**config.mk**
```make
export PLATFORM = sky130hd
export DESIGN_NAME = pulse_cond_array
export DESIGN_NICKNAME = d
export VERILOG_FILES = /design/src/rtl/pulse_cond_pkg.sv /design/src/rtl/pulse_cond_channel.sv /design/src/rtl/pulse_cond_array.sv
export SDC_FILE = /design/constraint.sdc
export NUM_CORES = 1
export LEC_CHECK = 0
export CAP_MARGIN = 20
export CORE_MARGIN = 2
export CORE_UTILIZATION = 45
export DETAILED_ROUTE_END_ITERATION = 10
export PLACE_DENSITY = 0.75
export SYNTH_ARGS = -nofsm -noshare
export SYNTH_HDL_FRONTEND = slang
export SYNTH_HIERARCHICAL = 1
export SYNTH_SLANG_ARGS = --single-unit
```
**constraint.sdc**
```tcl
create_clock -name Clk -period 1.4 [get_ports Clk]
set_clock_uncertainty 0.1 [all_clocks]
set_input_delay 0.28 -clock Clk [delete_from_list [all_inputs] [get_ports Clk]]
set_output_delay 0.28 -clock Clk [all_outputs]
set_load 0.03 [all_outputs]
```
**src/rtl/pulse_cond_pkg.sv**
```systemverilog
// pulse_cond_pkg
// Shared definitions for the pulse conditioner array:
//   pc_state_e - per-channel press/repeat FSM states
//   clog2_f    - ceiling log2, used to size counters
//   max_f      - larger of two values
package pulse_cond_pkg;

    typedef enum logic [1:0] {
        ST  = 2'b00,  // released
        PRS = 2'b01,  // first pressed cycle
        HLD = 2'b10,  // held, waiting for the first repeat
        RPT = 2'b11   // auto-repeating
    } pc_state_e;

    function automatic int unsigned clog2_f(input int unsigned v);
        int unsigned r;
        r = 0;
        for (int unsigned i = 0; i < 32; i++) begin
            if ((64'd1 << r) < 64'(v)) r = r + 1;
        end
        return (r == 0) ? 1 : r;
    endfunction

    function automatic int unsigned max_f(input int unsigned a, input int unsigned b);
        return (a > b) ? a : b;
    endfunction

endpackage

```
**src/rtl/pulse_cond_channel.sv**
```systemverilog
// pulse_cond_channel
// One button channel: synchroniser chain, debouncer and press/repeat FSM.
// Ports:
//   Clk           - clock, rising edge
//   Resetn        - asynchronous active-low reset
//   raw           - raw asynchronous button level (1 = pressed)
//   press_pulse   - one-cycle pulse on press and on each auto-repeat
//   release_pulse - one-cycle pulse the cycle after the debounced level falls
//   level         - debounced level
module pulse_cond_channel
    import pulse_cond_pkg::*;
#(
    parameter int unsigned SYNC_STAGES   = 2,
    parameter int unsigned DEB_CYCLES    = 4,
    parameter int unsigned REPEAT_EN     = 1,
    parameter int unsigned REPEAT_DELAY  = 8,
    parameter int unsigned REPEAT_PERIOD = 4
) (
    input  logic Clk,
    input  logic Resetn,
    input  logic raw,
    output logic press_pulse,
    output logic release_pulse,
    output logic level
);

    localparam int unsigned DW = clog2_f(DEB_CYCLES + 1);
    localparam int unsigned HW = clog2_f(max_f(REPEAT_DELAY, REPEAT_PERIOD) + 1);

    logic [SYNC_STAGES-1:0] sync_q;
    logic                   synced;
    logic [DW-1:0]          deb_cnt;
    logic [HW-1:0]          hold_cnt;
    pc_state_e              state;

    assign synced = sync_q[SYNC_STAGES-1];

    always_ff @(posedge Clk or negedge Resetn) begin
        if (!Resetn) begin
            sync_q <= '0;
        end else begin
            sync_q <= {sync_q[SYNC_STAGES-2:0], raw};
        end
    end

    // Counter tracks the run of consecutive samples disagreeing with level.
    always_ff @(posedge Clk or negedge Resetn) begin
        if (!Resetn) begin
            deb_cnt <= '0;
            level   <= 1'b0;
        end else if (synced == level) begin
            deb_cnt <= '0;
        end else if (deb_cnt == DW'(DEB_CYCLES - 1)) begin
            deb_cnt <= '0;
            level   <= ~level;
        end else begin
            deb_cnt <= deb_cnt + 1'b1;
        end
    end

    // hold_cnt counts cycles since the last pulse; in HLD it saturates at
    // REPEAT_DELAY-1 when repeat is disabled so it can never wrap.
    always_ff @(posedge Clk or negedge Resetn) begin
        if (!Resetn) begin
            state         <= ST;
            hold_cnt      <= '0;
            press_pulse   <= 1'b0;
            release_pulse <= 1'b0;
        end else begin
            press_pulse   <= 1'b0;
            release_pulse <= 1'b0;
            if (!level) begin
                // Release takes priority, so a repeat due on this edge is dropped.
                if (state != ST) release_pulse <= 1'b1;
                state    <= ST;
                hold_cnt <= '0;
            end else begin
                case (state)
                    ST: begin
                        state       <= PRS;
                        press_pulse <= 1'b1;
                        hold_cnt    <= '0;
                    end
                    PRS: begin
                        state    <= HLD;
                        hold_cnt <= HW'(1);
                    end
                    HLD: begin
                        if (hold_cnt == HW'(REPEAT_DELAY - 1)) begin
                            if (REPEAT_EN != 0) begin
                                state       <= RPT;
                                press_pulse <= 1'b1;
                                hold_cnt    <= '0;
                            end
                        end else begin
                            hold_cnt <= hold_cnt + 1'b1;
                        end
                    end
                    RPT: begin
                        if (hold_cnt == HW'(REPEAT_PERIOD - 1)) begin
                            press_pulse <= 1'b1;
                            hold_cnt    <= '0;
                        end else begin
                            hold_cnt <= hold_cnt + 1'b1;
                        end
                    end
                    default: begin
                        state    <= ST;
                        hold_cnt <= '0;
                    end
                endcase
            end
        end
    end

endmodule

```
**src/rtl/pulse_cond_array.sv**
```systemverilog
// pulse_cond_array
// N independent button conditioners (sync, debounce, press/auto-repeat).
// Ports:
//   Clk       - sole clock, rising edge
//   Resetn    - asynchronous active-low reset
//   A         - raw asynchronous button levels, 1 = pressed
//   A_pulse   - one-cycle press pulse per channel, plus repeat pulses
//   A_release - one-cycle pulse per channel on accepted release
//   A_level   - debounced level per channel
module pulse_cond_array #(
    parameter int unsigned N             = 4,
    parameter int unsigned SYNC_STAGES   = 2,
    parameter int unsigned DEB_CYCLES    = 4,
    parameter int unsigned REPEAT_EN     = 1,
    parameter int unsigned REPEAT_DELAY  = 8,
    parameter int unsigned REPEAT_PERIOD = 4
) (
    input  logic         Clk,
    input  logic         Resetn,
    input  logic [N-1:0] A,
    output logic [N-1:0] A_pulse,
    output logic [N-1:0] A_release,
    output logic [N-1:0] A_level
);

    for (genvar g = 0; g < N; g++) begin : g_ch
        pulse_cond_channel #(
            .SYNC_STAGES  (SYNC_STAGES),
            .DEB_CYCLES   (DEB_CYCLES),
            .REPEAT_EN    (REPEAT_EN),
            .REPEAT_DELAY (REPEAT_DELAY),
            .REPEAT_PERIOD(REPEAT_PERIOD)
        ) u_ch (
            .Clk          (Clk),
            .Resetn       (Resetn),
            .raw          (A[g]),
            .press_pulse  (A_pulse[g]),
            .release_pulse(A_release[g]),
            .level        (A_level[g])
        );
    end

endmodule

```
After elaboration in Yosys (flattened, before gate mapping)
Index checks and enable logic that the tools add are counted.

word-level totals
  register bits = 56
  input port bits = 6
  output and inout bits = 12
  logic and storage cells = 156

operators by class
  add/sub/neg operators = 8
  equality and inequality tests = 36
  muxes and demuxes = 60
  bitwise logic cells = 8
  reduce and logical (&&, ||, !) cells = 16

operator list
  operator                                                          count
  4-bit case mux with 4 select lines                                4
  4-bit two-way mux                                                 12
  3-bit two-way mux                                                 8
  2-bit case mux with 3 select lines                                4
  1-bit two-way mux                                                 20
  4-bit by 1-bit adder with 4-bit output (second input constant)    4
  2-bit == test (second input constant)                             8
  4-bit by 2-bit == test with 1-bit output (second input constant)  4
  4-bit by 3-bit == test with 1-bit output (second input constant)  4
  2-bit two-way mux                                                 8
  4-bit != test (second input constant)                             4
  2-bit AND reduction                                               8
  3-bit by 1-bit adder with 3-bit output (second input constant)    4
  3-bit by 2-bit == test with 1-bit output (second input constant)  4
  3-bit != test (second input constant)                             4
  1-bit case mux with 3 select lines                                4
  2-bit by 1-bit == test with 1-bit output (second input constant)  4
  2-bit logical NOT                                                 4
  1-bit NOT                                                         8
  2-bit nonzero test                                                4
  1-bit == test                                                     4

Logic depth before layout (Yosys ltp)
Gate-level depths: netlist of the first run.

  depth after elaboration = 4
  depth in mapped cells = 5
  mapped depth without buffers = 5

By module
The synthesis of the first run kept the hierarchy.

modules (own cells, without submodules)
  module                                  times used  cells each  area an instance (µm²)  seq. area each (µm²)
  pulse_cond_channel at g_ch[0].u_ch ...  2           61          689.4                   350.3
  pulse_cond_channel at g_ch[3].u_ch      1           60          693.2                   350.3
  pulse_cond_channel at g_ch[2].u_ch      1           59          678.2                   350.3

Worst setup path after synthesis of the first run
No wires, ideal clock.

  kind = reg2reg
  from = reg g_ch[0].u_ch.state[0]
  to = reg g_ch[0].u_ch.hold_cnt[3]
  library setup time = 0.086 ns
  arrival time = 1.338 ns
  required time = 1.214 ns
  setup slack = -0.124 ns
  cell stages (with the launch flop) = 6
  buffers on the path = 0
  period minus slack after synthesis = 1.524 ns
  cells stage by stage = dfrtp_1 > inv_1 > ha_1 > nor2_1 > or3b_4 > nor3_1

on the way
  word-level cells in the longest chain between the ends = 3
  elaborated cells between the ends (all ways) = 6
  classes of those cells = eq/ne: 3; mux: 2; reduce/logical: 1

RTL lines
  item                                   line                       text
  start: declaration                     pulse_cond_channel.sv:34   pc_state_e state;
  start signal: assignment               pulse_cond_channel.sv:65   state <= ST;
  start signal: assignment               pulse_cond_channel.sv:75   state <= ST;
  start signal: assignment               pulse_cond_channel.sv:80   state <= PRS;
  2-bit == test (tied with other cells)  pulse_cond_channel.sv:78   case (state)
  4-bit case mux with 4 select lines *   pulse_cond_channel.sv:78
  4-bit two-way mux *                    pulse_cond_channel.sv:72   if (!level) begin
  end signal: assignment                 pulse_cond_channel.sv:96   hold_cnt <= hold_cnt + 1'b1;
  end signal: assignment                 pulse_cond_channel.sv:104  hold_cnt <= hold_cnt + 1'b1;
  end: declaration                       pulse_cond_channel.sv:33   logic [HW-1:0] hold_cnt;

Mark *: on every way between the ends. The rest lies on a longest branch, timed or not.
A chain may end at the register's enable or synchronous reset.

Worst setup path after layout of the first run
  from = reg g_ch[3].u_ch.state[0]
  to = reg g_ch[3].u_ch.hold_cnt[0]

on the way
  word-level cells in the longest chain between the ends = 3
  elaborated cells between the ends (all ways) = 6
  classes of those cells = eq/ne: 3; mux: 2; reduce/logical: 1

RTL lines
  item                                   line
  start: declaration                     pulse_cond_channel.sv:34
  start signal: assignment               pulse_cond_channel.sv:65
  start signal: assignment               pulse_cond_channel.sv:75
  start signal: assignment               pulse_cond_channel.sv:80
  2-bit == test (tied with other cells)  pulse_cond_channel.sv:78
  4-bit case mux with 4 select lines *   pulse_cond_channel.sv:78
  4-bit two-way mux *                    pulse_cond_channel.sv:72
  end signal: assignment                 pulse_cond_channel.sv:96
  end signal: assignment                 pulse_cond_channel.sv:104
  end: declaration                       pulse_cond_channel.sv:33

Marked as above.

==> qor.yml, run 1 <==
fp.dieW_um: 82.2
routed.top_layer: "met4"
syn-num-nets: 271
seq_area_mm2: 0.00141
ys_warn_count: 6
antenna_left: 0
synth_edf_count: 0
wl_met3_um: 110
wl_mm: 5.41
r2r_slack_ps: -130
io_buffers: 17
holdPathStages: 0
power_switching_mw: 2.41
layout.nets: 341
yosysSeqAreaShare_pct: 51.0
clkPwrFrac_pct: 13.7
tritoncts: "done"
crit_fanout: 4
critPathKind: "reg -> reg"
place_area_mm2: 0.00336
core_area_mm2: 0.00592
grt_pass1_wl_mm: 8.20
dieArea_mm2: 0.00675
synth-main-ff-cell: "dfrtp_1"
synth_cells: 241
ys_ff_latch: 56
timing.fmax_mhz: 656
ir_drop_uv: 1200
setup_viol: 12
synthesis.area_mm2: 0.00275
slew_violations: 0
drt-initial-drc-count: 71
p_sw_share_pct: 36.8
ff2ff_path_depth: 5
clk_latency_ps: 300
stdcell_area_mm2: 0.00382
fillers: 431
rsz0062_at_grt: "true"
overflow: 0
antenna_found_initial: 0
maxCapViolCount: 0
hpwl_mm: 3.55
layout_setup_ws_ps: -125
wl_per_cell_um: 14.0
grt.total_usage_pct: 15.8
diodes: 0
io_pins: 18
cts_sinks: 56
hold_class: "reg -> reg"
clkTransAtPathRegs_ps: 90
crit_arrival_ps: 1630
syn_area_per_cell_um2: 11.4
slew_headroom_pct: 75.2
endpoint_kind: "register"
dr_total_vias: 1990
cts.htree.levels: 2
p_leak_nw: 1.69
worst_slew_pin_slew_ps: 371
intPower_mw: 4.13
clock_path_buffers: 2
multi_input_area_mm2: 0.00160
p_per_area_mw_per_mm2: 1710
row_count: 28
synth_cell_types: 39
cp.required_ps: 1510
initial_utilization_pct: 46.4
power_frac_seq_pct: 35.7
firstDrtPassIters: 4
route.met2.wl_mm: 2.92
areaGrowthSynthToFinish_pct: 39.0
hold_viol: 0
post_route_cells_drive_above_1_share_pct: 45.5
failed_checks: "negative setup slack"
critPathLaunchType: "register"
gpl.final_weighted_congestion: 0.808
grt_max_degree: 57
status: "complete, but fails checks"
synthArstFlopShare_pct: 100
wl_met1_mm: 2.33
r2r_start: "g_ch[3].u_ch/state[0]"
hp-start: "g_ch[0].u_ch/sync_q[0]"
min_period_over_period_pct: 109
pwr-share-comb_pct: 50.6
drc: 0
viasPerCell: 5.14
hold_end: "g_ch[0].u_ch/sync_q[1]"
post-route-util_pct: 64.6
cts_buffers: 5
ctsRootBufferMaster: "clkbuf_8"
reg2reg_to: "g_ch[3].u_ch/hold_cnt[0]"
fin_crit_ps: 1530
grt_pass1_vias: 1978
die_y_um: 82.2
-- state kept, by name, summed over array words and instances, names as in the netlist --
| name | cells |
|---|---|
| g_ch.u_ch/level | 4 |
| g_ch.u_ch/hold_cnt | 16 |
| g_ch.u_ch/state | 8 |
| g_ch.u_ch/release_pulse | 4 |
| g_ch.u_ch/press_pulse | 4 |
| g_ch.u_ch/deb_cnt | 12 |
| g_ch.u_ch/sync_q | 8 |
-- worst max-delay path by stage --
stage	to	from	depth (start not counted)
floorplan	g_ch[2].u_ch/state[1]	g_ch[2].u_ch/state[1]	5
global placement	g_ch[0].u_ch/hold_cnt[3]	g_ch[0].u_ch/state[1]	4
detailed placement	g_ch[2].u_ch/state[1]	g_ch[2].u_ch/state[1]	5
CTS	g_ch[1].u_ch/hold_cnt[1]	g_ch[1].u_ch/state[1]	4
global route	g_ch[3].u_ch/press_pulse	g_ch[3].u_ch/state[0]	6
finish	g_ch[3].u_ch/hold_cnt[0]	g_ch[3].u_ch/state[0]	5
-- critical path, stage by stage (launching register included) --
cell and delay [ps]:
dfrtp_1 440, inv_2 140, ha_4 190, nor2_4 40, or3_4 320, o32ai_2 200
-- kinds of logic (layout without fill, tap and decap cells) --
family	Yosys count	count (layout)	synth area share, %
AND/OR/NAND/NOR	83	83	17.6
adder cells (fa/ha/maj)	24	24	10.9
AO/OA/AOI/OAI	40	40	10.6
buffers and inverters	19	90	3.18
XOR/XNOR	8	8	2.55
multiplexers	11	11	4.14
flip-flops	56	56	51.0
-- layout by cell type, fill, tap and decap left out, types with 4 or more instances in the layout --
| cell type | Yosys | final |
|---|---|---|
| dfrtp_1 | 56 | 48 |
| buf_4 | 0 | 47 |
| nand2b_1 | 13 | 11 |
| nand2_1 | 11 | 11 |
| ha_4 | 0 | 11 |
| nor3b_1 | 11 | 9 |
| inv_2 | 1 | 9 |
| ha_1 | 24 | 9 |
| nor2_1 | 13 | 8 |
| mux2i_1 | 8 | 8 |
| dfrtp_2 | 0 | 8 |
| buf_6 | 1 | 7 |
| clkbuf_8 | 0 | 6 |
| a21oi_2 | 0 | 6 |
| nand3_1 | 6 | 6 |
| nor3_1 | 7 | 5 |
| o211ai_1 | 5 | 5 |
| o211a_1 | 5 | 5 |
| xnor2_1 | 4 | 4 |
| xor2_1 | 4 | 4 |
| nand3b_1 | 4 | 4 |
| a21oi_1 | 10 | 4 |
| ha_2 | 0 | 4 |
| clkdlybuf4s50_1 | 0 | 4 |
| clkdlybuf4s15_2 | 0 | 4 |
| clkbuf_2 | 0 | 4 |
-- what timing repair did --
action	4_1_cts	5_1_grt
setup endpoints to repair	31	33
buffers inserted	7	7
hold buffers	1	0
resized for setup	39	48
endpoints found under the hold margin	56	0
pin swaps	7	7
-- power by group through the flow --
stage | clock network [mW] | registers, mW | logic (mW)
global route | 1.01 | 2.37 | 3.61
CTS | 0.937 | 2.30 | 2.88
detailed placement | 0 | 2.33 | 2.72
finish | 0.897 | 2.33 | 3.30
global placement | 0 | 2.31 | 2.63
floorplan | 0 | 2.54 | 1.40
-- final cells by class --
class	instances	share of cell area (%)
multi-input combinational	166	41.8
sequential	56	36.9
timing repair buffer	69	15.0
tap	75	2.45
clock buffer	7	2.26
inverter	13	1.41
clock inverter	1	0.196
-- cell usage after synthesis, types with 6 or more instances --
cell	number	area share [%]
a21oi_1	10	1.8
dfrtp_1	56	51
ha_1	24	11
inv_1	11	1.5
mux2i_1	8	2.9
nand2_1	11	1.5
nand2b_1	13	3.0
nand3_1	6	1.1
nor2_1	13	1.8
nor2b_1	8	1.8
nor3_1	7	1.3
nor3b_1	11	3.0
-- stage by stage --
stage	TNS (ps)	setup slack [ps]	power (mW)	hold WS, ps	instances
2_1_floorplan	-85.9	-48.3	3.95	-116	241
3_3_place_gp	-103	-37.9	4.94	202	366
3_5_place_dp	-494	-78.3	5.05	201	366
4_1_cts	-407	-79.1	6.11	257	381
5_1_grt	-1880	-216	6.99	268	387
6_report	-706	-125	6.53	253	387
-- metal layers --
layer / vias up / global-route usage, %
li1: 988 / -
met1: 976 / 18.2
met2: 21 / 29.3
met3: 5 / 3.26
met4: 0 / 4.67
met5: - / 0
No activity file was read; power rests on OpenSTA's default activity.
==> run 2, diff against run 1 <==
--- a/config.mk
+++ b/config.mk
@@ -9,7 +9,7 @@
 export CORE_MARGIN = 2
 export CORE_UTILIZATION = 45
 export DETAILED_ROUTE_END_ITERATION = 10
-export PLACE_DENSITY = 0.75
+export PLACE_DENSITY = 0.72
 export SYNTH_ARGS = -nofsm -noshare
 export SYNTH_HDL_FRONTEND = slang
 export SYNTH_HIERARCHICAL = 1
==> constraint.sdc (replaced) <==
create_clock -name Clk -period 1.6 [get_ports Clk]
set_clock_uncertainty 0.1 [all_clocks]
set_input_delay 0.32 -clock Clk [delete_from_list [all_inputs] [get_ports Clk]]
set_output_delay 0.32 -clock Clk [all_outputs]
set_load 0.03 [all_outputs]
==> qor.yml, run 2 (same netlist as run 1, synthesis figures left out) <==
status: "finished clean"
tritoncts: "done"
viasPerCell: 5.09
critPathLaunchType: "register"
p_per_area_mw_per_mm2: 1500
drt-initial-drc-count: 59
power_switching_mw: 1.80
slew_violations: 0
setup_tns_ps: 0
critPathSlowestCell: "dfrtp_1"
p_sw_share_pct: 36.5
r2r_start: "g_ch[2].u_ch/state[0]"
layout.nets: 310
path_buf_inv: 2
rsz0062_at_grt: "true"
drc: 0
grt_pass1_vias: 1782
diodes: 0
hold_class: "reg -> reg"
ff2ff_path_depth: 5
layout_common_cells: "53 x dfrtp_1, 23 x buf_4, 20 x ha_1"
critPathKind: "reg -> reg"
clock_path_buffers: 2
initial_utilization_pct: 46.4
io_pins: 18
grt_max_degree: 57
clkTransAtPathRegs_ps: 100
worst_slew_pin_slew_ps: 349
slowest_delay_ps: 440
dp_cells: 344
endpoint_kind: "register"
maxCapViolCount: 0
io_buffers: 17
power_frac_seq_pct: 40.5
core_area_mm2: 0.00592
firstDrtPassIters: 4
min_period_over_period_pct: 95.6
critical_path.endpoint: "g_ch[2].u_ch/state[1]"
r2r_slack_ps: 70
wl_per_cell_um: 12.4
pwr-share-comb_pct: 40.5
areaGrowthSynthToFinish_pct: 19.9
stdcell_count: 356
post_route_cells_drive_above_1_share_pct: 21.4
overflow: 0
cp.required_ps: 1700
cts.htree.levels: 2
p_leak_nw: 1.55
crit_arrival_ps: 1630
antenna_left: 0
gpl.final_weighted_congestion: 0.842
intPower_mw: 3.14
post-route-util_pct: 55.7
crit_fanout: 4
worst-path-stages: 5
cp_cell_sequence: "inv_2 -> ha_2 -> inv_1 -> or3_1 -> a41o_1"
startpoint: "g_ch[2].u_ch/state[0]"
timing.fmax_mhz: 653
wl_mm: 4.43
clkPwrFrac_pct: 19.0
largest-register: "g_ch.u_ch/hold_cnt"
cp_top_family: "flip-flops"
reg2reg_to: "g_ch[2].u_ch/state[1]"
clk_latency_ps: 300
hold_viol: 0
slew_headroom_pct: 76.7
row_count: 28
dieArea_mm2: 0.00675
largest_reg_flops: 16
setup_viol: 0
cts_sinks: 56
reg_top3: "g_ch.u_ch/hold_cnt: 16 flops, g_ch.u_ch/deb_cnt: 12 flops"
fp.dieW_um: 82.2
grt_pass1_wl_mm: 7.54
hpwl_mm: 3.18
dr_total_vias: 1811
antenna_found_initial: 0
grt.total_usage_pct: 14.4
final_common_cell: "dfrtp_1"
die_y_um: 82.2
fin_crit_ps: 1530
cts_buffers: 5
ir_drop_uv: 759
ctsRootBufferMaster: "clkbuf_8"
run 2: changes by cell type in the layout (fill, tap and decap cells not counted), moves of 6 or more:
cell,previous run,this run
a21oi_1,4,10
a21oi_2,6,0
buf_4,47,23
buf_6,7,0
dlygate4sd2_1,0,8
ha_1,9,20
ha_4,11,0
inv_1,2,8
run 2: per-stage QoR:
stage	setup WS (ps)	hold slack [ps]	power, mW	cell area, µm²
floorplan	75.9	-75.6	3.34	2750
finish	69.8	259	4.95	3300
CTS	18.7	262	4.93	3220
global placement	69.5	236	3.95	3100
global route	-30.2	265	5.32	3300
detailed placement	43.2	238	4.03	3100
run 2: worst min path at each step:
| stage | end | start | cells after the start | slack [ps] |
|---|---|---|---|---|
| detailed placement | g_ch[2].u_ch/state[1] | Resetn | 2 | 240 |
| CTS | g_ch[2].u_ch/sync_q[1] | g_ch[2].u_ch/sync_q[0] | 0 | 260 |
| global route | g_ch[0].u_ch/sync_q[1] | g_ch[0].u_ch/sync_q[0] | 0 | 270 |
| floorplan | g_ch[0].u_ch/deb_cnt[0] | Resetn | 0 | -80 |
| finish | g_ch[2].u_ch/sync_q[1] | g_ch[2].u_ch/sync_q[0] | 0 | 260 |
| global placement | g_ch[2].u_ch/state[1] | Resetn | 2 | 240 |
run 2: timing repair:
action	CTS	global route
hold endpoints to repair	56	0
gates resized for setup	8	18
endpoints found under the setup margin	8	13
cloned	0	0
pin swaps	0	2
hold buffers	1	0
buffers inserted	0	3
run 2: power groups by stage:
stage                     logic [mW]  clock network [mW]  registers [mW]
after global routing            2.24                1.02            2.05
after floorplan                 1.14                   0            2.20
final                           2.00               0.939            2.00
after detailed placement        2.00                   0            2.03
after global placement          1.94                   0            2.01
after CTS                       1.96               0.977            1.99
run 2: final cells by class:
cell class	count	area (µm²)
timing repair buffer	38	318
clock buffer	5	68.8
fill	491	2620
sequential	56	1410
tap	75	93.8
multi-input combinational	166	1310
clock inverter	3	46.3
inverter	13	51.3
run 2: metal layers:
| layer | GRT usage (%) | vias to the layer above | routed length (µm) |
|---|---|---|---|
| li1 | - | 922 | - |
| met1 | 18.2 | 861 | 2030 |
| met2 | 24.6 | 22 | 2250 |
| met3 | 2.93 | 6 | 100 |
| met4 | 5.00 | 0 | 52 |
| met5 | 0 | - | 0 |
run 2: worst register-to-register path, cell delays in order (launching register included):
cell	delay (ps)
dfrtp_1	440
inv_2	100
ha_2	180
inv_1	50
or3_1	340
a41o_1	220
